### src/rtl/snail_uart_tx_if.sv
// CPU RAM write bus as seen by snooping peripherals.
// The CPU side drives it; snoopers only observe.
interface snail_uart_tx_if;
   logic [7:0] ram_addr;
   logic [7:0] ram_wdat;
   logic       ram_wr_;

   modport master (output ram_addr, ram_wdat, ram_wr_);
   modport slave  (input  ram_addr, ram_wdat, ram_wr_);
endinterface

### src/rtl/snail_uart_tx.sv
// Write-snooping character port: bytes stored to IO_ADDR are queued and
// shifted out on txd as 8N1 frames.
module snail_uart_tx #(
   parameter logic [7:0] IO_ADDR      = 8'h00,
   parameter int         CLKS_PER_BIT = 4,
   parameter int         FIFO_DEPTH   = 4
) (
   input  logic                          clk,
   input  logic                          rst,
   snail_uart_tx_if.slave                bus,
   output logic                          txd,
   output logic                          busy,
   output logic                          fifo_full,
   output logic [$clog2(FIFO_DEPTH):0]   fifo_level,
   output logic                          ovf
);

   localparam int         AW   = $clog2(FIFO_DEPTH);
   localparam int         LW   = AW + 1;
   localparam logic [7:0] CMAX = 8'(CLKS_PER_BIT - 1);

   typedef enum logic [1:0] {IDLE, START, DATA, STOP} state_t;

   state_t        state, state_nxt;
   logic [7:0]    cnt, cnt_nxt;
   logic [2:0]    idx, idx_nxt;
   logic [7:0]    shift, shift_nxt;
   logic          txd_nxt;
   logic          bit_end;

   logic [7:0]    mem [FIFO_DEPTH];
   logic [AW-1:0] wr_ptr, rd_ptr;
   logic          cap, pop, push, drop;
   logic [7:0]    head;

   // ---------------- capture and FIFO ----------------
   assign cap       = !bus.ram_wr_ && (bus.ram_addr == IO_ADDR);
   assign fifo_full = (fifo_level == LW'(FIFO_DEPTH));
   // Pop decision uses the registered level, so a push into an empty
   // FIFO is only seen by the FSM one edge later.
   assign pop       = (state == IDLE) && (fifo_level != '0);
   assign push      = cap && (!fifo_full || pop);
   assign drop      = cap && !push;
   assign head      = mem[rd_ptr];
   assign busy      = (fifo_level != '0) || (state != IDLE);

   always_ff @(posedge clk) begin
      if (push) mem[wr_ptr] <= bus.ram_wdat;
   end

   always_ff @(posedge clk or posedge rst) begin
      if (rst) begin
         wr_ptr     <= '0;
         rd_ptr     <= '0;
         fifo_level <= '0;
         ovf        <= 1'b0;
      end else begin
         if (push) wr_ptr <= wr_ptr + AW'(1);
         if (pop)  rd_ptr <= rd_ptr + AW'(1);
         case ({push, pop})
            2'b10:   fifo_level <= fifo_level + LW'(1);
            2'b01:   fifo_level <= fifo_level - LW'(1);
            default: fifo_level <= fifo_level;
         endcase
         if (drop) ovf <= 1'b1;
      end
   end

   // ---------------- transmit FSM ----------------
   assign bit_end = (cnt == CMAX);

   always_ff @(posedge clk or posedge rst) begin
      if (rst) begin
         state <= IDLE;
         cnt   <= '0;
         idx   <= '0;
         shift <= '0;
         txd   <= 1'b1;
      end else begin
         state <= state_nxt;
         cnt   <= cnt_nxt;
         idx   <= idx_nxt;
         shift <= shift_nxt;
         txd   <= txd_nxt;
      end
   end

   always_comb begin
      state_nxt = state;
      cnt_nxt   = cnt;
      idx_nxt   = idx;
      shift_nxt = shift;
      case (state)
         IDLE: begin
            if (pop) begin
               state_nxt = START;
               cnt_nxt   = '0;
               shift_nxt = head;
            end
         end
         START: begin
            if (bit_end) begin
               state_nxt = DATA;
               cnt_nxt   = '0;
               idx_nxt   = '0;
            end else begin
               cnt_nxt = cnt + 8'd1;
            end
         end
         DATA: begin
            if (bit_end) begin
               cnt_nxt   = '0;
               shift_nxt = {1'b0, shift[7:1]};
               if (idx == 3'd7) state_nxt = STOP;
               else             idx_nxt   = idx + 3'd1;
            end else begin
               cnt_nxt = cnt + 8'd1;
            end
         end
         STOP: begin
            if (bit_end) begin
               state_nxt = IDLE;
               cnt_nxt   = '0;
            end else begin
               cnt_nxt = cnt + 8'd1;
            end
         end
         default: state_nxt = IDLE;
      endcase

      // txd is the registered image of what the next state will drive.
      case (state_nxt)
         START:   txd_nxt = 1'b0;
         DATA:    txd_nxt = shift_nxt[0];
         default: txd_nxt = 1'b1;
      endcase
   end

endmodule

### src/flat_wrapper.sv
// flat-port wrapper written by rule: the top's interface ports become plain ports
module snail_uart_tx_flat 
#(
   parameter logic [7:0] IO_ADDR      = 8'h00,
   parameter int         CLKS_PER_BIT = 4,
   parameter int         FIFO_DEPTH   = 4
)
  (clk, rst, txd, busy, fifo_full, fifo_level, ovf, bus_ram_addr, bus_ram_wdat, bus_ram_wr_);
  snail_uart_tx_if bus_i ();
  input  logic clk;
  input  logic rst;
  output logic txd;
  output logic busy;
  output logic fifo_full;
  output logic [$clog2(FIFO_DEPTH):0] fifo_level;
  output logic ovf;
  input wire logic [$bits(bus_i.ram_addr)-1:0] bus_ram_addr;
  input wire logic [$bits(bus_i.ram_wdat)-1:0] bus_ram_wdat;
  input wire logic [$bits(bus_i.ram_wr_)-1:0] bus_ram_wr_;
  assign bus_i.ram_addr = bus_ram_addr;
  assign bus_i.ram_wdat = bus_ram_wdat;
  assign bus_i.ram_wr_ = bus_ram_wr_;
  snail_uart_tx #(.IO_ADDR(IO_ADDR), .CLKS_PER_BIT(CLKS_PER_BIT), .FIFO_DEPTH(FIFO_DEPTH)) u_core (.clk(clk), .rst(rst), .bus(bus_i), .txd(txd), .busy(busy), .fifo_full(fifo_full), .fifo_level(fifo_level), .ovf(ovf));
endmodule
### config.mk
export PLATFORM = sky130hd
export DESIGN_NAME = snail_uart_tx_flat
export DESIGN_NICKNAME = d
export VERILOG_FILES = /design/src/rtl/snail_uart_tx_if.sv /design/src/rtl/snail_uart_tx.sv /design/src/flat_wrapper.sv
export SDC_FILE = /design/constraint.sdc
export NUM_CORES = 1
export LEC_CHECK = 0
export BUFFER_PORTS_ARGS = -buffer_cell sky130_fd_sc_hd__clkbuf_2
export CAP_MARGIN = 25
export CELL_PAD_IN_SITES_DETAIL_PLACEMENT = 1
export CELL_PAD_IN_SITES_GLOBAL_PLACEMENT = 2
export CORE_MARGIN = 3
export CORE_UTILIZATION = 37
export DETAILED_ROUTE_END_ITERATION = 6
export PLACE_DENSITY = 0.8
export SYNTH_ARGS = -nofsm -noshare
export SYNTH_HDL_FRONTEND = slang
export SYNTH_SLANG_ARGS = --single-unit
### constraint.sdc
create_clock -name clk -period 2.4 [get_ports clk]
set_input_delay 0 -clock clk [delete_from_list [all_inputs] [get_ports clk]]
set_output_delay 0 -clock clk [all_outputs]
set_load 0.01 [all_outputs]
==> implementation parameters, run 1 <==
Parameter                              Value

Run status
  Run status ... completed

Floorplanning
  Width of the die ... 92.8 um
  Number of rows created at floorplan ... 31
  Total core area ... 7290 sq um
  Number of top-level pins ... 26
  Initial core utilization ... 38.3%
  Floorplan die area ... 8620 sq um
  Die Span Y ... 92.8 um

Setup path
  Crit path buf inv count ... 0
  Worst path arrival time ... 2300 ps
  Slowest cell on the critical path ... or4b_4
  Worst setup path class ... flip-flop to flip-flop
  Largest delay share family, worst path ... simple AND/OR/NAND/NOR gates
  Data required time at the worst endpoint ... 2670 ps
  CP Launch Type ... flip-flop
  Setup crit end kind ... flip-flop
  Ordered cell list for the critical path ... ha_1 -> or4b_4 -> nor2_2 -> nor4b_1 -> nor4_1
  Critical path peak fanout ... 12
  Peak per-stage delay on the critical path ... 520 ps

Placed design
  Routability-driven placement congestion ratio ... 0.735
  Pre-CTS worst setup slack ... 351 ps
  Port buffer count ... 25
  Detailed Place HPWL ... 3820 um

Timing
  Tcrit/Tclk final ... 84.6%
  Number of failing setup endpoints in the final timing report ... 0
  Peak Freq ... 493 MHz
  Crit path time final ... 2030 ps
  Summed negative setup slack over all endpoints ... 0 ps
  Fin Clk Skew ... 5.03 ps
  Smallest setup slack after layout ... 370 ps
  Worst-margin pin slew ... 600 ps
  Number of pins with negative max-slew slack in the final report ... 0
  Number of hold violations in the final report ... 0
  Unrepaired setup endpoints after global routing ... false
  Tightest slew margin relative to the limit ... 60.0%

Final layout
  Fillcell total ... 783
  Area grow syn2layout ... 19.9%
  Count of nets after finishing ... 271
  Leading cell type in the layout, fill and taps excluded ... edfxtp_1
  # diodes ... 0
  Fraction of layout cells with a size suffix above 1 ... 24.5%
  Top library cells by usage in the layout, fill and taps aside ... edfxtp_1, dfrtp_1, clkbuf_2

Clock network
  Clock latency on the worst-skew pair ... 340 ps
  CTS Buffer Depth ... 2
  Number of clock sinks ... 62
  Total clock buffers created by CTS ... 9
  Hold-fix buffers at CTS ... 9
  Root buffer cell ... clkbuf_8
  Number of levels in the clock H-tree ... 3
  Number of gates resized after cts ... 0
  Number of buffers inserted by post-CTS setup repair ... 0
  TritonCTS clock tree ... done
  Post-CTS clock slew at the launch and capture registers of the worst setup and hold paths ... 70 ps

Synth
  Number of library cell types mapped by synthesis ... 48
  Synth Register Bits ... 62
  Number of flops mapped to enable cells by yosys ... 32
  Fraction of synthesis flops using an asynchronous set or reset pin ... 48.4%
  Mapped Nets ... 227
  Netlist area before placement ... 2790 sq um
  Gate count after technology mapping ... 200
  Count of yosys warnings during synthesis ... 0
  Mean post-synth cell area ... 14.0 sq um
  Most frequently used flop master after synthesis ... edfxtp_1
  Seq/Total Area, Yosys ... 61.4%

Detailed routing
  First DRT Iteration DRCs ... 95
  Number of iterations in the first detailed-routing pass ... 4
  Detailed-route via count ... 1764
  Detailed-route DRC error count ... 0
  Total wirelength of the detailed-routed design ... 5670 um
  Via density per instance ... 5.07
  Remaining antenna violation count after routing ... 0
  Wirelength per Cell ... 16.3 um

Global route
  Number of global-route vias before repair ... 1907
  Pin count of the biggest net entering global routing ... 31
  Global Route Usage Sum ... 14.9%
  Remaining global-route overflow ... 0
  Antenna violations before repair ... 0
  Wire length of the first global-routing pass ... 9660 um

Pwr
  Maximum VDD drop ... 0.000429 V
  Leakage power figure ... 1.36 nW
  Final total power ... 3.66 mW
  Cell Pwr Density ... 1090 nW/um^2

Flow run
  Max-capacitance violation count ... 0

Hold path
  Classification of the worst-slack hold path ... input port to flip-flop
## cells by family after synthesis
kind of cell | share of synthesized area (%)
buffers and inverters | 2.73
multiplexers | 7.58
adder cells (fa/ha/maj) | 3.86
XOR/XNOR | 1.88
AO/OA/AOI/OAI | 12.7
flip-flops | 61.4
AND/OR/NAND/NOR | 9.87
## synth_stat cells, types with 2 or more instances
cell type | instances | share of area [%]
ha_1 | 7 | 3.1
nand3_1 | 4 | 0.72
xnor2_1 | 6 | 1.9
dfrtp_1 | 29 | 26
clkbuf_1 | 4 | 0.54
nor4_1 | 2 | 0.45
a22oi_1 | 3 | 0.81
or3_1 | 2 | 0.45
inv_1 | 9 | 1.2
nor2_1 | 10 | 1.3
mux4_2 | 8 | 6.5
buf_6 | 2 | 0.81
or2b_1 | 2 | 0.54
and2_1 | 4 | 0.90
a41oi_1 | 2 | 0.63
a32oi_1 | 2 | 0.63
and3_1 | 2 | 0.45
a22o_1 | 7 | 2.2
nand2_1 | 12 | 1.6
edfxtp_1 | 32 | 34
nor3_1 | 4 | 0.72
a21o_1 | 7 | 1.9
mux2i_1 | 2 | 0.72
a31oi_1 | 5 | 1.1
a21oi_1 | 5 | 0.90
o2bb2ai_1 | 3 | 0.94
o21ai_0 | 4 | 0.72
## registers in the layout (all words and copies together) (netlist names)
name and count:
u_core.fifo_level 3, u_core.idx 3, u_core.txd 1, u_core.shift 8, u_core.ovf 1, u_core.mem 32, u_core.rd_ptr 2, u_core.wr_ptr 2
u_core.state 2, u_core.cnt 8
## worst paths after layout
path	slack, ps	to	depth (start not counted)	startpoint
min	50	u_core.ovf	4	bus_ram_wr_
min reg2reg	480	u_core.ovf	2	u_core.ovf
max reg2reg	370	u_core.txd	5	u_core.cnt[1]
max	370	u_core.txd	5	u_core.cnt[1]
max in group asynchronous	1790	u_core.txd	4	rst
min in group asynchronous	290	u_core.cnt[7]	4	rst
## through the flow
stage                     cells  instance area (sq um)  utilization [%]  hold slack, ps
after global placement      323                   3040             41.7            84.3
after detailed placement    323                   3040             41.7            93.7
final                       348                   3350             45.9            48.3
after global routing        348                   3350             45.9            55.0
after CTS                   348                   3350             45.9            44.3
after floorplan             200                   2790                -            90.1
## worst reg2reg max path, cell delays in order (launching register included)
cell	delay, ps
dfrtp_1	400
ha_1	230
or4b_4	520
nor2_2	410
nor4b_1	300
nor4_1	90
## where the power goes
part,switching [mW],leakage (nW),internal [mW]
combinational,0.493,0.626,0.554
clock,0.409,0.0962,0.581
sequential,0.287,0.640,1.33
## layout make-up
type / instances / area, sq um / share of cell area (%)
repair buffers: 40 / 260 / 7.78
multi-input cells: 122 / 1000 / 29.9
flip-flops and latches: 62 / 1710 / 51.2
well taps: 99 / 124 / 3.70
clock inverters: 6 / 86.3 / 2.58
clock buffers: 10 / 128 / 3.81
inverters: 9 / 33.8 / 1.01
## routing by layer
metal / track usage, % / share of wire (%) / wire length (um)
met1: 19.5 / 46 / 2640
met2: 23.0 / 49 / 2770
met3: 6.17 / 3.8 / 215
met4: 3.66 / 0.95 / 54
met5: 0 / 0 / 0
No activity file was read; power rests on OpenSTA's default activity.
==> run 2: changes to the inputs <==
clock period = 1.8 ns   (was 2.4 ns; I/O delays follow)
==> implementation parameters, run 2 (same netlist as run 1, synthesis figures left out) <==
Parameter                              Value

Run status
  Run status ... completed

Final layout
  # diodes ... 0
  Biggest regs ... u_core.mem (32), u_core.cnt (8), u_core.shift (8)
  Biggest register ... u_core.mem
  Area grow syn2layout ... 28.3%
  Leading cell type in the layout, fill and taps excluded ... edfxtp_1
  Top library cells by usage in the layout, fill and taps aside ... edfxtp_1, dfrtp_1, clkbuf_2
  Fraction of layout cells with a size suffix above 1 ... 38.4%
  Count of nets after finishing ... 293
  Max reg flops ... 32
  Fillcell total ... 767

Hold path
  Depth of the worst hold-timing path ... 4
  End point of the worst hold path ... u_core.ovf
  Classification of the worst-slack hold path ... input port to flip-flop
  Hold path startpoint ... bus_ram_wr_

Global route
  Number of global-route vias before repair ... 2061
  Wire length of the first global-routing pass ... 9770 um
  Met2 Resource Use GR ... 25.1%
  Remaining global-route overflow ... 0
  Most crowded layer after global routing ... met2
  Global Route Usage Sum ... 14.7%
  Pin count of the biggest net entering global routing ... 31
  Antenna violations before repair ... 0
  Grt met3 use ... 3.41%
  Met1 Track Usage GR ... 17.6%

Placed design
  Port buffer count ... 25
  Pre-CTS worst setup slack ... -69.6 ps
  Detailed Place HPWL ... 4100 um
  Routability-driven placement congestion ratio ... 0.737

Floorplanning
  Floorplan die area ... 8620 sq um
  Number of rows created at floorplan ... 31
  Width of the die ... 92.8 um
  Initial core utilization ... 38.3%
  Die Span Y ... 92.8 um
  Number of top-level pins ... 26
  Total core area ... 7290 sq um

Detailed routing
  Wirelength per Cell ... 16.0 um
  Detailed-route via count ... 1844
  Via density per instance ... 4.98
  Detailed-route DRC error count ... 0
  First DRT Iteration DRCs ... 65
  Total wirelength of the detailed-routed design ... 5900 um
  Remaining antenna violation count after routing ... 0
  Number of iterations in the first detailed-routing pass ... 4

Clock network
  Post-CTS clock slew at the launch and capture registers of the worst setup and hold paths ... 80 ps
  CTS Buffer Depth ... 2
  Number of clock sinks ... 62
  Clock latency on the worst-skew pair ... 340 ps
  Number of levels in the clock H-tree ... 3
  Total clock buffers created by CTS ... 9
  TritonCTS clock tree ... done
  Root buffer cell ... clkbuf_8

Pwr
  Leakage power figure ... 1.47 nW
  Cell Pwr Density ... 1420 nW/um^2
  Net Sw Power ... 1.77 mW
  Fraction of power spent switching nets ... 34.7%
  Sequential group share of total power ... 39.3%
  P_int ... 3.33 mW
  Logic pwr share ... 38.8%
  Relative contribution of the clock network to total power ... 21.9%
  Maximum VDD drop ... 0.000661 V

Setup path
  End of the worst register-to-register path ... u_core.cnt[3]
  CP Launch Type ... flip-flop
  Reg2Reg Launch Point ... u_core.cnt[0]
  Critical path peak fanout ... 12
  Ordered cell list for the critical path ... ha_2 -> or4b_4 -> o21a_4 -> a21o_1 -> a22o_1
  Cell depth of the worst flop-to-flop path ... 5
  Data required time at the worst endpoint ... 2020 ps
  Setup crit end kind ... flip-flop
  Worst R2R Setup Slack ... 10 ps
  Worst path arrival time ... 2010 ps
  Worst setup path class ... flip-flop to flip-flop
  Crit path buf inv count ... 0
  Peak per-stage delay on the critical path ... 520 ps
  Path length in cells of the critical path ... 5
  Slowest cell on the critical path ... or4b_4
  Largest delay share family, worst path ... compound AO/OA/AOI/OAI gates

Timing
  Peak Freq ... 560 MHz
  Number of pins with negative max-slew slack in the final report ... 0
  Crit path time final ... 1790 ps
  Smallest setup slack after layout ... 14.6 ps
  Number of hold violations in the final report ... 0
  Worst Hold Margin ... 93.6 ps
  Tcrit/Tclk final ... 99.2%
  Fin Clk Skew ... 8.83 ps
  Tightest slew margin relative to the limit ... 73.1%
  Number of failing setup endpoints in the final timing report ... 0
  Worst-margin pin slew ... 404 ps
  Unrepaired setup endpoints after global routing ... true

Flow run
  Max-capacitance violation count ... 0
-- run 2: through the flow --
stage	cells	cell area [sq um]	utilization, %	power, mW	setup TNS, ps
6_report	370	3580	49.1	5.09	0
5_1_grt	370	3580	49.1	5.45	-107
4_1_cts	367	3510	48.1	5.05	-44.2
3_5_place_dp	342	3220	44.1	3.88	-192
3_3_place_gp	342	3220	44.1	3.81	-10.8
2_1_floorplan	200	2830	-	3.23	-132
-- run 2: worst max-delay path by stage --
stage                         start                   end  slack, ps
global placement    u_core.state[0]  u_core.fifo_level[2]        -10
global route          u_core.cnt[1]         u_core.cnt[3]        -40
floorplan           u_core.state[1]  u_core.fifo_level[2]       -110
CTS                   u_core.cnt[0]         u_core.cnt[3]        -30
finish                u_core.cnt[0]         u_core.cnt[3]         10
detailed placement    u_core.cnt[0]            u_core.txd        -70
-- run 2: worst min-delay path: cells and delay by family --
family          cells  cell delay, ps
compound gates      1             100
buf+inv             1              80
simple gates        2             210
-- run 2: power by group through the flow --
stage	logic (mW)	registers (mW)	clock network (mW)
floorplan	1.21	2.02	0
global placement	1.79	2.02	0
detailed placement	1.85	2.03	0
CTS	1.90	2.00	1.15
global route	2.19	2.05	1.21
finish	1.97	2.00	1.11
-- run 2: what timing repair did --
item                                    in CTS  in global routing
gates resized for setup                      5                 15
hold buffers                                 9                  0
pin swaps                                    0                  9
setup buffers                                0                  3
endpoints found under the hold margin       61                  0
endpoints found under the setup margin      14                 50
-- run 2: area by class of cell --
type	instances	area, sq um	area share (%)
sequential	62	1710	47.8
multi-input combinational	122	1080	30.2
tap	99	124	3.46
inverter	9	33.8	0.943
clock buffer	9	124	3.46
clock inverter	7	57.6	1.61
timing repair buffer	62	449	12.5
-- run 2: metal layers --
layer / vias up / share of wire, %
li1: 898 / -
met1: 923 / 45
met2: 16 / 52
met3: 7 / 1.7
met4: 0 / 1.4
met5: - / 0
==> run 3: changes to the inputs <==
REMOVE_ABC_BUFFERS = 1   (was not set)
==> implementation parameters, run 3 (same netlist as run 1, synthesis figures left out) <==
Parameter                              Value

Run status
  Run status ... completed

Global route
  Number of global-route vias before repair ... 2003
  Remaining global-route overflow ... 0
  Wire length of the first global-routing pass ... 9970 um
  Antenna violations before repair ... 0
  Global Route Usage Sum ... 14.9%
  Pin count of the biggest net entering global routing ... 31

Setup path
  End of the worst register-to-register path ... u_core.cnt[3]
  Peak per-stage delay on the critical path ... 530 ps
  Largest delay share family, worst path ... compound AO/OA/AOI/OAI gates
  Ordered cell list for the critical path ... ha_4 -> or4b_4 -> o21a_4 -> a21o_1 -> a22o_1
  Worst setup path class ... flip-flop to flip-flop
  Worst R2R Setup Slack ... 10 ps
  Crit path buf inv count ... 0
  Data required time at the worst endpoint ... 2030 ps
  Reg2Reg Launch Point ... u_core.cnt[0]
  CP Launch Type ... flip-flop
  Worst path arrival time ... 2020 ps
  Setup crit end kind ... flip-flop
  Cell depth of the worst flop-to-flop path ... 5
  Slowest cell on the critical path ... or4b_4
  Critical path peak fanout ... 6

Floorplanning
  Width of the die ... 92.8 um
  Floorplan die area ... 8620 sq um
  Total core area ... 7290 sq um
  Die Span Y ... 92.8 um
  Initial core utilization ... 38.3%
  Number of top-level pins ... 26
  Number of rows created at floorplan ... 31

Hold path
  Depth of the worst hold-timing path ... 5
  Classification of the worst-slack hold path ... input port to flip-flop
  End point of the worst hold path ... u_core.ovf
  Hold path startpoint ... bus_ram_wr_

Detailed routing
  First DRT Iteration DRCs ... 69
  Remaining antenna violation count after routing ... 0
  Total wirelength of the detailed-routed design ... 5920 um
  Via density per instance ... 5.11
  Number of iterations in the first detailed-routing pass ... 4
  Detailed-route DRC error count ... 0
  Detailed-route via count ... 1889
  Wirelength per Cell ... 16.0 um

Placed design
  Pre-CTS worst setup slack ... -171 ps
  Port buffer count ... 25
  Detailed Place HPWL ... 4110 um
  Cell total after placement ... 343
  Routability-driven placement congestion ratio ... 0.726

Pwr
  Relative contribution of the clock network to total power ... 23.6%
  P_int ... 3.45 mW
  Leakage power figure ... 1.48 nW
  Cell Pwr Density ... 1440 nW/um^2
  Net Sw Power ... 1.75 mW
  Sequential group share of total power ... 38.5%
  Logic pwr share ... 37.9%
  Fraction of power spent switching nets ... 33.7%
  Maximum VDD drop ... 0.000513 V

Clock network
  Root buffer cell ... clkbuf_8
  Number of clock sinks ... 62
  CTS Buffer Depth ... 2
  Clock latency on the worst-skew pair ... 330 ps
  Total clock buffers created by CTS ... 9
  Number of levels in the clock H-tree ... 3
  TritonCTS clock tree ... done
  Post-CTS clock slew at the launch and capture registers of the worst setup and hold paths ... 80 ps

Final layout
  Max reg flops ... 32
  Leading cell type in the layout, fill and taps excluded ... edfxtp_1
  Sequential standard cell area ... 1710 sq um
  Area grow syn2layout ... 29.3%
  Count of nets after finishing ... 293
  Multi-input combinational cell area ... 1100 sq um
  Core occupancy in the finished layout ... 49.5%
  Finished Layout Cells ... 370
  Biggest regs ... u_core.mem (32), u_core.cnt (8), u_core.shift (8)
  Biggest register ... u_core.mem
  Fillcell total ... 759
  Top library cells by usage in the layout, fill and taps aside ... edfxtp_1, dfrtp_1, clkbuf_2, buf_4, nand2_1
  # diodes ... 0
  Fraction of layout cells with a size suffix above 1 ... 36.5%

Timing
  Smallest setup slack after layout ... 14.9 ps
  Number of hold violations in the final report ... 0
  Peak Freq ... 560 MHz
  Number of pins with negative max-slew slack in the final report ... 0
  Tightest slew margin relative to the limit ... 70.5%
  Number of failing setup endpoints in the final timing report ... 0
  Worst-margin pin slew ... 443 ps
  Summed negative setup slack over all endpoints ... 0 ps
  Unrepaired setup endpoints after global routing ... true
  Worst Hold Margin ... 123 ps
  Fin Clk Skew ... 15.7 ps
  Crit path time final ... 1790 ps
  Tcrit/Tclk final ... 99.2%

Flow run
  Max-capacitance violation count ... 0
run 3: cell types whose count changed in the layout (fill, tap and decap cells not counted), sizes merged:
cell / previous run / this run
clkinv: 2 / 4
o21a: 1 / 2
bufinv: 0 / 1
clkbuf: 34 / 35
clkinvlp: 3 / 0
inv: 11 / 10
buf: 28 / 27
run 3: routing by layer:
layer	part of all wire (%)	vias to the layer above	GRT usage, %
li1	-	909	-
met1	45	952	19.5
met2	51	21	24.2
met3	2.5	7	3.49
met4	1.1	0	5.49
met5	0	-	0
run 3: power by group through the flow:
stage / combinational (mW) / sequential, mW / clock, mW
floorplan: 0.986 / 2.11 / 0
global placement: 1.74 / 2.00 / 0
detailed placement: 1.80 / 2.02 / 0
CTS: 1.91 / 1.99 / 1.27
global route: 2.19 / 2.05 / 1.32
finish: 1.97 / 2.00 / 1.22
run 3: per-stage QoR:
| stage | cell area [sq um] | power (mW) |
|---|---|---|
| 2_1_floorplan | 2750 | 3.10 |
| 3_3_place_gp | 3200 | 3.75 |
| 3_5_place_dp | 3200 | 3.82 |
| 4_1_cts | 3550 | 5.17 |
| 5_1_grt | 3610 | 5.56 |
| 6_report | 3610 | 5.20 |
run 3: cell type report:
cell class,count,area share (%)
sequential,62,47.5
multi-input combinational,123,30.6
timing repair buffer,61,12.0
clock buffer,10,3.54
tap,99,3.43
clock inverter,6,1.94
inverter,9,0.937
run 3: how the worst max path moves through the flow:
stage | start | to | slack (ps) | depth (start not counted)
2_1_floorplan | u_core.state[1] | u_core.fifo_level[2] | -390 | 7
3_3_place_gp | u_core.state[1] | u_core.fifo_level[2] | -90 | 7
3_5_place_dp | u_core.state[1] | u_core.fifo_level[2] | -170 | 7
4_1_cts | u_core.cnt[0] | u_core.cnt[3] | -8 | 5
5_1_grt | u_core.cnt[0] | u_core.shift[5] | -30 | 6
6_report | u_core.cnt[0] | u_core.cnt[3] | 10 | 5
run 3: timing repair:
action | 4_1_cts | 5_1_grt
resized for setup | 15 | 8
gates cloned | 0 | 1
hold endpoints to repair | 61 | 0
buffers inserted | 0 | 1
hold buffers | 9 | 0
setup endpoints to repair | 12 | 31
pin swaps | 2 | 6
run 3: worst min-delay path: stages:
cell	delay (ps)
clkbuf_2	70
nor2_1	40
nand3_1	80
buf_4	140
o31ai_1	70
